## config.mk

```make
export PLATFORM = sky130hd
export DESIGN_NAME = shift_ex_stage
export DESIGN_NICKNAME = d
export VERILOG_FILES = /design/src/rtl/shift_ex_stage_pkg.sv /design/src/rtl/shift_ex_stage_core.sv /design/src/rtl/shift_ex_stage.sv
export SDC_FILE = /design/constraint.sdc
export NUM_CORES = 1
export LEC_CHECK = 0
export CAP_MARGIN = 20
export CORE_MARGIN = 2
export CORE_UTILIZATION = 25
export CTS_CLUSTER_DIAMETER = 200
export DETAILED_ROUTE_END_ITERATION = 6
export GPL_ROUTABILITY_DRIVEN = 0
export PLACE_DENSITY = 0.5
export SYNTH_ARGS = -nofsm -noshare
export SYNTH_HDL_FRONTEND = slang
export SYNTH_SLANG_ARGS = --single-unit
```

## constraint.sdc

```tcl
create_clock -name clk -period 5.4 [get_ports clk]
set_clock_uncertainty 0.1 [all_clocks]
set_input_delay 1.35 -clock clk [delete_from_list [all_inputs] [get_ports clk]]
set_output_delay 1.35 -clock clk [all_outputs]
set_load 0.005 [all_outputs]
```

## src/rtl/shift_ex_stage_pkg.sv

```systemverilog
// Shared definitions for the execute-stage shift unit: op encodings and datapath widths.
package shift_ex_stage_pkg;

  localparam int XLEN    = 32;
  localparam int SHAMT_W = 5;

  localparam logic [1:0] OP_SLL  = 2'b00;
  localparam logic [1:0] OP_SRL  = 2'b01;
  localparam logic [1:0] OP_SRA  = 2'b10;
  localparam logic [1:0] OP_ROTR = 2'b11;

endpackage

```

## src/rtl/shift_ex_stage_core.sv

```systemverilog
// Combinational 32-bit shifter: SLL, SRL, SRA, ROTR by b[4:0].
module shift32_core
  import shift_ex_stage_pkg::*;
(
  input  logic [XLEN-1:0] a,
  input  logic [XLEN-1:0] b,
  input  logic [1:0]      op,
  output logic [XLEN-1:0] res
);

  logic [SHAMT_W-1:0] sh;
  logic [SHAMT_W:0]   rot_left;
  logic               unused_b_hi;

  assign sh          = b[SHAMT_W-1:0];
  assign unused_b_hi = ^b[XLEN-1:SHAMT_W];
  // A left shift by the full width yields zero, so sh=0 rotates back to a.
  assign rot_left    = (SHAMT_W+1)'(XLEN) - {1'b0, sh};

  always_comb begin
    res = a;
    case (op)
      OP_SLL:  res = a << sh;
      OP_SRL:  res = a >> sh;
      OP_SRA:  res = $unsigned($signed(a) >>> sh);
      OP_ROTR: res = (a >> sh) | (a << rot_left);
      default: res = a;
    endcase
  end

endmodule

```

## src/rtl/shift_ex_stage.sv

```systemverilog
// Execute-stage shift unit: computes on accept and buffers results in a DEPTH-entry FIFO for writeback.
module shift_ex_stage
  import shift_ex_stage_pkg::*;
#(
  parameter int DEPTH = 2,
  parameter int TAG_W = 5
) (
  input  logic                     clk,
  input  logic                     rst_n,
  input  logic                     in_valid,
  output logic                     in_ready,
  input  logic [1:0]               in_op,
  input  logic [XLEN-1:0]          in_A,
  input  logic [XLEN-1:0]          in_B,
  input  logic [TAG_W-1:0]         in_tag,
  output logic                     out_valid,
  input  logic                     out_ready,
  output logic [XLEN-1:0]          out_res,
  output logic                     out_zero,
  output logic [TAG_W-1:0]         out_tag,
  output logic [$clog2(DEPTH):0]   busy_cnt
);

  localparam int PTR_W = $clog2(DEPTH);
  localparam int CNT_W = PTR_W + 1;
  localparam logic [CNT_W-1:0] DEPTH_C = CNT_W'(DEPTH);

  // Handshakes: a transfer happens on the rising edge where valid && ready.
  // in_ready and out_valid depend only on registered occupancy, never on the
  // opposite side's ready, so a full queue does not accept even while popping.
  logic [XLEN-1:0]  res_mem [DEPTH];
  logic [TAG_W-1:0] tag_mem [DEPTH];
  logic [PTR_W-1:0] wr_ptr, rd_ptr;
  logic [CNT_W-1:0] count;
  logic [XLEN-1:0]  core_res;
  logic             push, pop;

  shift32_core u_core (
    .a   (in_A),
    .b   (in_B),
    .op  (in_op),
    .res (core_res)
  );

  assign in_ready  = (count < DEPTH_C);
  assign out_valid = (count != '0);
  assign push      = in_valid && in_ready;
  assign pop       = out_valid && out_ready;
  assign busy_cnt  = count;

  always_ff @(posedge clk or negedge rst_n) begin
    if (!rst_n) begin
      wr_ptr <= '0;
      rd_ptr <= '0;
      count  <= '0;
    end else begin
      if (push) wr_ptr <= wr_ptr + PTR_W'(1);
      if (pop)  rd_ptr <= rd_ptr + PTR_W'(1);
      case ({push, pop})
        2'b10:   count <= count + CNT_W'(1);
        2'b01:   count <= count - CNT_W'(1);
        default: count <= count;
      endcase
    end
  end

  // Storage needs no reset: the head is masked whenever the queue is empty.
  always_ff @(posedge clk) begin
    if (push) begin
      res_mem[wr_ptr] <= core_res;
      tag_mem[wr_ptr] <= in_tag;
    end
  end

  assign out_res  = out_valid ? res_mem[rd_ptr] : '0;
  assign out_tag  = out_valid ? tag_mem[rd_ptr] : '0;
  assign out_zero = out_valid && (res_mem[rd_ptr] == '0);

endmodule

```

==> results of run 1 <==
==> stage by stage <==
stage / cell area [sq um] / total power, W / std cells / utilization (%)
2_1_floorplan: 10300 / 0.00189 / 1088 / -
3_3_place_gp: 11500 / 0.00263 / 1621 / 28.3
3_5_place_dp: 11500 / 0.00265 / 1622 / 28.3
4_1_cts: 11800 / 0.00323 / 1638 / 29.0
5_1_grt: 11800 / 0.00342 / 1639 / 29.1
6_report: 11800 / 0.00324 / 1639 / 29.1
==> registers in the layout, indices dropped and copies added (netlist names) <==
| name | flops |
|---|---|
| res_mem | 64 |
| tag_mem | 10 |
| busy_cnt | 2 |
| rd_ptr | 1 |
| wr_ptr | 1 |
==> synth_stat cells (11+ instances only) <==
library cell	count	area share (%)
buf_2	27	1.3
nand2_1	114	4.2
inv_1	11	0.40
nor3_1	28	1.4
a211oi_1	13	0.95
o211ai_1	17	1.2
mux4_2	89	20
nor4_1	17	1.0
nand3_1	17	0.83
nor2_1	135	4.9
clkbuf_1	64	2.3
mux2_2	44	4.8
edfxtp_1	74	22
buf_1	11	0.40
o21ai_0	47	2.3
buf_4	14	1.0
o22ai_1	15	0.91
a21oi_1	45	2.2
mux2i_1	112	11
==> critical path, cell delays in order <==
cell	delay, ns
clkdlybuf4s50_1	0.80
mux4_2	0.74
nor2_1	0.12
a31oi_1	0.12
and2_1	0.25
o21ai_0	0.56
o211ai_1	0.29
==> kinds of logic (layout without fill, tap and decap cells) <==
family          Yosys count  after routing  synth area share, %
mux                     254            254                 37.4
xor+xnor                 12             12                 1.10
buf+inv                 144            163                 7.18
flops                    78             78                 22.6
compound gates          235            235                 15.6
fa+ha+maj                 2              2                0.244
simple gates            363            363                 15.8
==> final cells by class <==
| type | instances | area share [%] |
|---|---|---|
| clock inverter | 5 | 0.508 |
| clock buffer | 11 | 1.97 |
| inverter | 14 | 0.444 |
| sequential | 78 | 19.6 |
| multi-input combinational | 866 | 61.1 |
| timing repair buffer | 133 | 10.7 |
| tap | 532 | 5.63 |
==> power groups by stage <==
stage / clock [W] / sequential (W) / combinational, W
2_1_floorplan: 0 / 0.000879 / 0.00101
3_5_place_dp: 0 / 0.000967 / 0.00169
3_3_place_gp: 0 / 0.000965 / 0.00166
5_1_grt: 0.000612 / 0.000929 / 0.00188
4_1_cts: 0.000590 / 0.000954 / 0.00169
6_report: 0.000576 / 0.000913 / 0.00176
==> path summary, 6_finish.rpt <==
path                                          from                        to
min reg2reg                     wr_ptr$_DFFE_PN0P_        wr_ptr$_DFFE_PN0P_
min                             wr_ptr$_DFFE_PN0P_        wr_ptr$_DFFE_PN0P_
max in group asynchronous                    rst_n        rd_ptr$_DFFE_PN0P_
max                                       in_A[13]  res_mem[1][27]$_DFFE_PP_
min in group asynchronous                    rst_n   busy_cnt[0]$_DFFE_PN0P_
max reg2reg                busy_cnt[0]$_DFFE_PN0P_   busy_cnt[1]$_DFFE_PN0P_
==> layout by cell type (no fill, tap or decap), drive strengths merged, types with 7 or more instances in the layout <==
cell type / n
buf: 49
nand3: 18
a22oi: 7
o21ai: 53
a211oi: 14
or2: 7
nand4: 10
mux2: 45
a21oi: 45
nor3: 31
a31oi: 10
a32oi: 8
o22ai: 15
inv: 14
nor2: 137
edfxtp: 74
xnor2: 10
mux2i: 113
nand2: 115
clkbuf: 11
nor4: 17
and2: 7
clkdlybuf4s50: 84
mux4: 96
o211ai: 17
==> per-layer routing <==
layer	vias to the layer above	share of wire, %
li1	4228	-
met1	4787	43
met2	669	42
met3	110	11
met4	0	4.0
met5	-	0
==> results.toml, run 1 <==
[status]
status = "finished, final reports clean"

[finish]
nFillCells = 4275
area_growth_pct = 15.2
antenna-diode-count = 0
layout.nets = 1179
drive_above_1_share_pct = 20.7
multi_input_area_sq_um = 7230
seq_area_sq_um = 2320

[power]
ir_worst_vdd_uv = 161
sw_frac_of_total_pct = 38.2
p_sw_w = 0.00124
powerDensity_nw_per_um2 = 274
p_int_w = 0.00200
leakagePower_nw = 4.14
seqPwrFrac_pct = 28.1
clkPwrFrac_pct = 17.8
power.share.combinational_pct = 54.1

[yosys]
ys_seq_area_share_pct = 22.6
ys_async_sr_fraction_pct = 5.13
synth_edf_count = 74
synthFlopType = "edfxtp_1"
yosys_warnings = 0
synthCells = 1088
netlist_area_sq_um = 10300
synth.distinct_cells = 81
ys_ff_latch = 78
syn_avg_cell_area_sq_um = 9.44
syn-num-nets = 1165

[clocking]
clock_path_buffers = 2
tritoncts = "built"
clk_latency_ns = 0.33
cts_buffers = 9
numClockSinks = 78
ctsHoldBuffers = 0
post_cts_buffers = 0
htree_levels = 3
clockRootBuffer = "clkbuf_16"
cts_resized = 0
clkTransAtPathRegs_ns = 0.06

[timing]
hold-worst-slack_ns = 0.450
setup_viol = 0
rsz0062_at_grt = "no"
hold_viol_final = 0
worst_pin_slew_ns = 0.971
period_minus_slack_ns = 4.34
tns_ns = 0
postLayoutSetupSlackWorst_ns = 1.06
drv_slew = 0
max-slew-margin-rel_pct = 35.0
finalCritPeriodShare_pct = 80.4
fmax_mhz = 230

[detailed_routing]
firstDrtPassIters = 6
viasPerCell = 5.98
wl_per_cell_microns = 26.1
vias = 9794
ant_nets = 0
drc = 0
drt_iter0_markers = 1523
wl_mm = 42.7

[setup_path]
r2r_slack_ns = 3.04
cp_data_arrival_time_ns = 4.25
crit_path_end_kind = "flip-flop"
startpoint_type = "input port"
r2r_cells = 7
cp_max_fo = 17
crit_required_ns = 5.30
crit_type = "in2reg"

[placed_design]
place_ws_ns = 0.890
port_buffers = 89
place_hpwl_mm = 31.6

[worst_hold_path]
hold_path.class = "reg2reg"
hold_path_depth = 1

[flow_run]
max_cap_viol_count = 0

[global_routing]
grt_pass1_wl_mm = 62.6
track_usage_pct = 19.7
grt_busiest_layer = "met2"
grt_pass1_vias = 9203
use_met3_pct = 4.65
use_met1_pct = 28.1
grt.met2_usage_pct = 29.0
grt_start_max_net_pins = 105
gr-total-overflow = 0
grt_antenna_before_repair = 0

[floorplanning]
start_util_pct = 25.3
die_width_microns = 207
rows = 74
die_h_microns = 207
io_pins = 117
die-area_sq_um = 42700
coreArea_sq_um = 40600
(Power assumes the default switching activity.)
==> run 2, diff against run 1 <==
--- a/config.mk
+++ b/config.mk
@@ -11,7 +11,7 @@
 export CTS_CLUSTER_DIAMETER = 200
 export DETAILED_ROUTE_END_ITERATION = 6
 export GPL_ROUTABILITY_DRIVEN = 0
-export PLACE_DENSITY = 0.5
+export PLACE_DENSITY = 0.51
 export SYNTH_ARGS = -nofsm -noshare
 export SYNTH_HDL_FRONTEND = slang
 export SYNTH_SLANG_ARGS = --single-unit
==> constraint.sdc (replaced) <==
create_clock -name clk -period 3.9 [get_ports clk]
set_clock_uncertainty 0.1 [all_clocks]
set_input_delay 0.975 -clock clk [delete_from_list [all_inputs] [get_ports clk]]
set_output_delay 0.975 -clock clk [all_outputs]
set_load 0.005 [all_outputs]
==> run 2 against run 1 <==
  * Register-to-register slack worse by 1.0 ns
  * Flip-flop and latch count unchanged
  * Via count rose by 4.1%
  * Critical path depth grew 1
  * Sequential power grew 38%
  * Routed wire length about the same
  * Hold slack better by 0.0045 ns
  * Sequential share of layout area shrank 0.98 points
  * Clock power is 36% higher
  * Die area is the same
==> results.toml, run 2 (synthesis gave the netlist of run 1 again) <==
[finish]
nFillCells = 4278
layout.nets = 1260
area_growth_pct = 21.2
regMostFlops = "res_mem"
final_area_sq_um = 12400
final_util_pct = 30.6
drive_above_1_share_pct = 26.2
final_cell_mix = "nor2_1, buf_4, nand2_1"
antenna-diode-count = 0
final_common_cell = "nor2_1"
largest_register_ffs = 64
fin_cells = 1720

[global_routing]
grt_pass1_wl_mm = 63.4
grt_antenna_before_repair = 0
gr-total-overflow = 0
track_usage_pct = 19.8
grt_pass1_vias = 9610
grt_start_max_net_pins = 87

[timing]
max-slew-margin-rel_pct = 19.8
tns_ns = 0
worst_pin_slew_ns = 1.20
hold_viol_final = 0
setup_viol = 0
postLayoutSetupSlackWorst_ns = 0.158
finalCritPeriodShare_pct = 96.0
rsz0062_at_grt = "no"
fmax_mhz = 267
period_minus_slack_ns = 3.74
drv_slew = 0

[worst_hold_path]
hold_path_depth = 1
hold_path.class = "reg2reg"
min-delay-start = "busy_cnt[0]$_DFFE_PN0P_"
min_delay_worst_endpoint = "busy_cnt[0]$_DFFE_PN0P_"

[detailed_routing]
viasPerCell = 5.93
wl_per_cell_microns = 24.8
vias = 10200
drc = 0
drt_iter0_markers = 1688
firstDrtPassIters = 7
ant_nets = 0
wl_mm = 42.7

[clocking]
post_cts_buffers = 0
clock_path_buffers = 2
clockRootBuffer = "clkbuf_16"
htree_levels = 3
cts_resized = 0
clk_latency_ns = 0.33
ctsHoldBuffers = 0
numClockSinks = 78
tritoncts = "built"
cts_buffers = 9
clkTransAtPathRegs_ns = 0.05

[floorplanning]
rows = 74
start_util_pct = 25.3
die-area_sq_um = 42700
die_h_microns = 207
die_width_microns = 207
io_pins = 117
coreArea_sq_um = 40600

[setup_path]
crit_path_end_kind = "flip-flop"
startpoint_type = "input port"
reg2reg_from = "busy_cnt[1]$_DFFE_PN0P_"
crit_required_ns = 4.00
cp_data_arrival_time_ns = 3.85
r2r_slack_ns = 2.02
crit_type = "in2reg"
r2r_cells = 4
cp_max_fo = 86
rr_endpoint = "res_mem[0][4]$_DFFE_PP_"

[placed_design]
placed_cell_area_sq_um = 12200
place_ws_ns = 0.0664
port_buffers = 89
place_hpwl_mm = 32.7
dpl.cell_count = 1704

[power]
leakagePower_nw = 4.55
powerDensity_nw_per_um2 = 368
ir_worst_vdd_uv = 223

[flow_run]
max_cap_viol_count = 0

[status]
status = "finished, final reports clean"
## run 2: worst max-delay path by stage
stage,from,end,slack [ns],cells past startpoint
after floorplan,in_B[0],res_mem[0][16]$_DFFE_PP_,0.009,15
after global placement,in_B[0],res_mem[0][1]$_DFFE_PP_,0.04,8
after detailed placement,in_A[12],res_mem[0][20]$_DFFE_PP_,0.07,6
after CTS,in_B[0],res_mem[1][1]$_DFFE_PP_,0.42,8
after global routing,in_B[0],res_mem[0][1]$_DFFE_PP_,0.05,8
final,in_B[0],res_mem[1][1]$_DFFE_PP_,0.16,8
## run 2: cell type report
class / instances / area (sq um) / share of cell area [%]
Timing Repair Buffer: 214 / 1890 / 15.2
Clock inverter: 5 / 50.0 / 0.402
Multi-Input combinational cell: 866 / 7230 / 58.1
Sequential cell: 78 / 2320 / 18.7
Clock buffer: 11 / 233 / 1.87
Inverter: 14 / 52.6 / 0.422
Tap cell: 532 / 666 / 5.35
## run 2: critical path, stage by stage
cell	delay (ns)
buf_6	0.09
buf_12	0.38
nor2b_1	0.57
a2bb2oi_1	0.29
mux4_2	0.54
o311a_1	0.15
o31ai_1	0.52
buf_4	0.22
## run 2: stage by stage
stage | hold WS (ns) | power, W
after CTS | 0.455 | 0.00457
after floorplan | 0.361 | 0.00262
after global routing | 0.465 | 0.00484
after global placement | 0.428 | 0.00376
final | 0.455 | 0.00459
after detailed placement | 0.441 | 0.00378
## run 2: report_power, final
part           total [W]  internal, W  switching [W]
clock           0.000785     0.000490       0.000295
combinational    0.00254      0.00121        0.00132
sequential       0.00126      0.00114       0.000121
## run 2: metal layers
layer	GRT usage, %	vias up	wire, microns
met5	0	-	0
met3	3.64	144	4500
met4	7.65	0	1900
met2	29.8	689	18300
li1	-	4400	-
met1	28.1	4963	18000
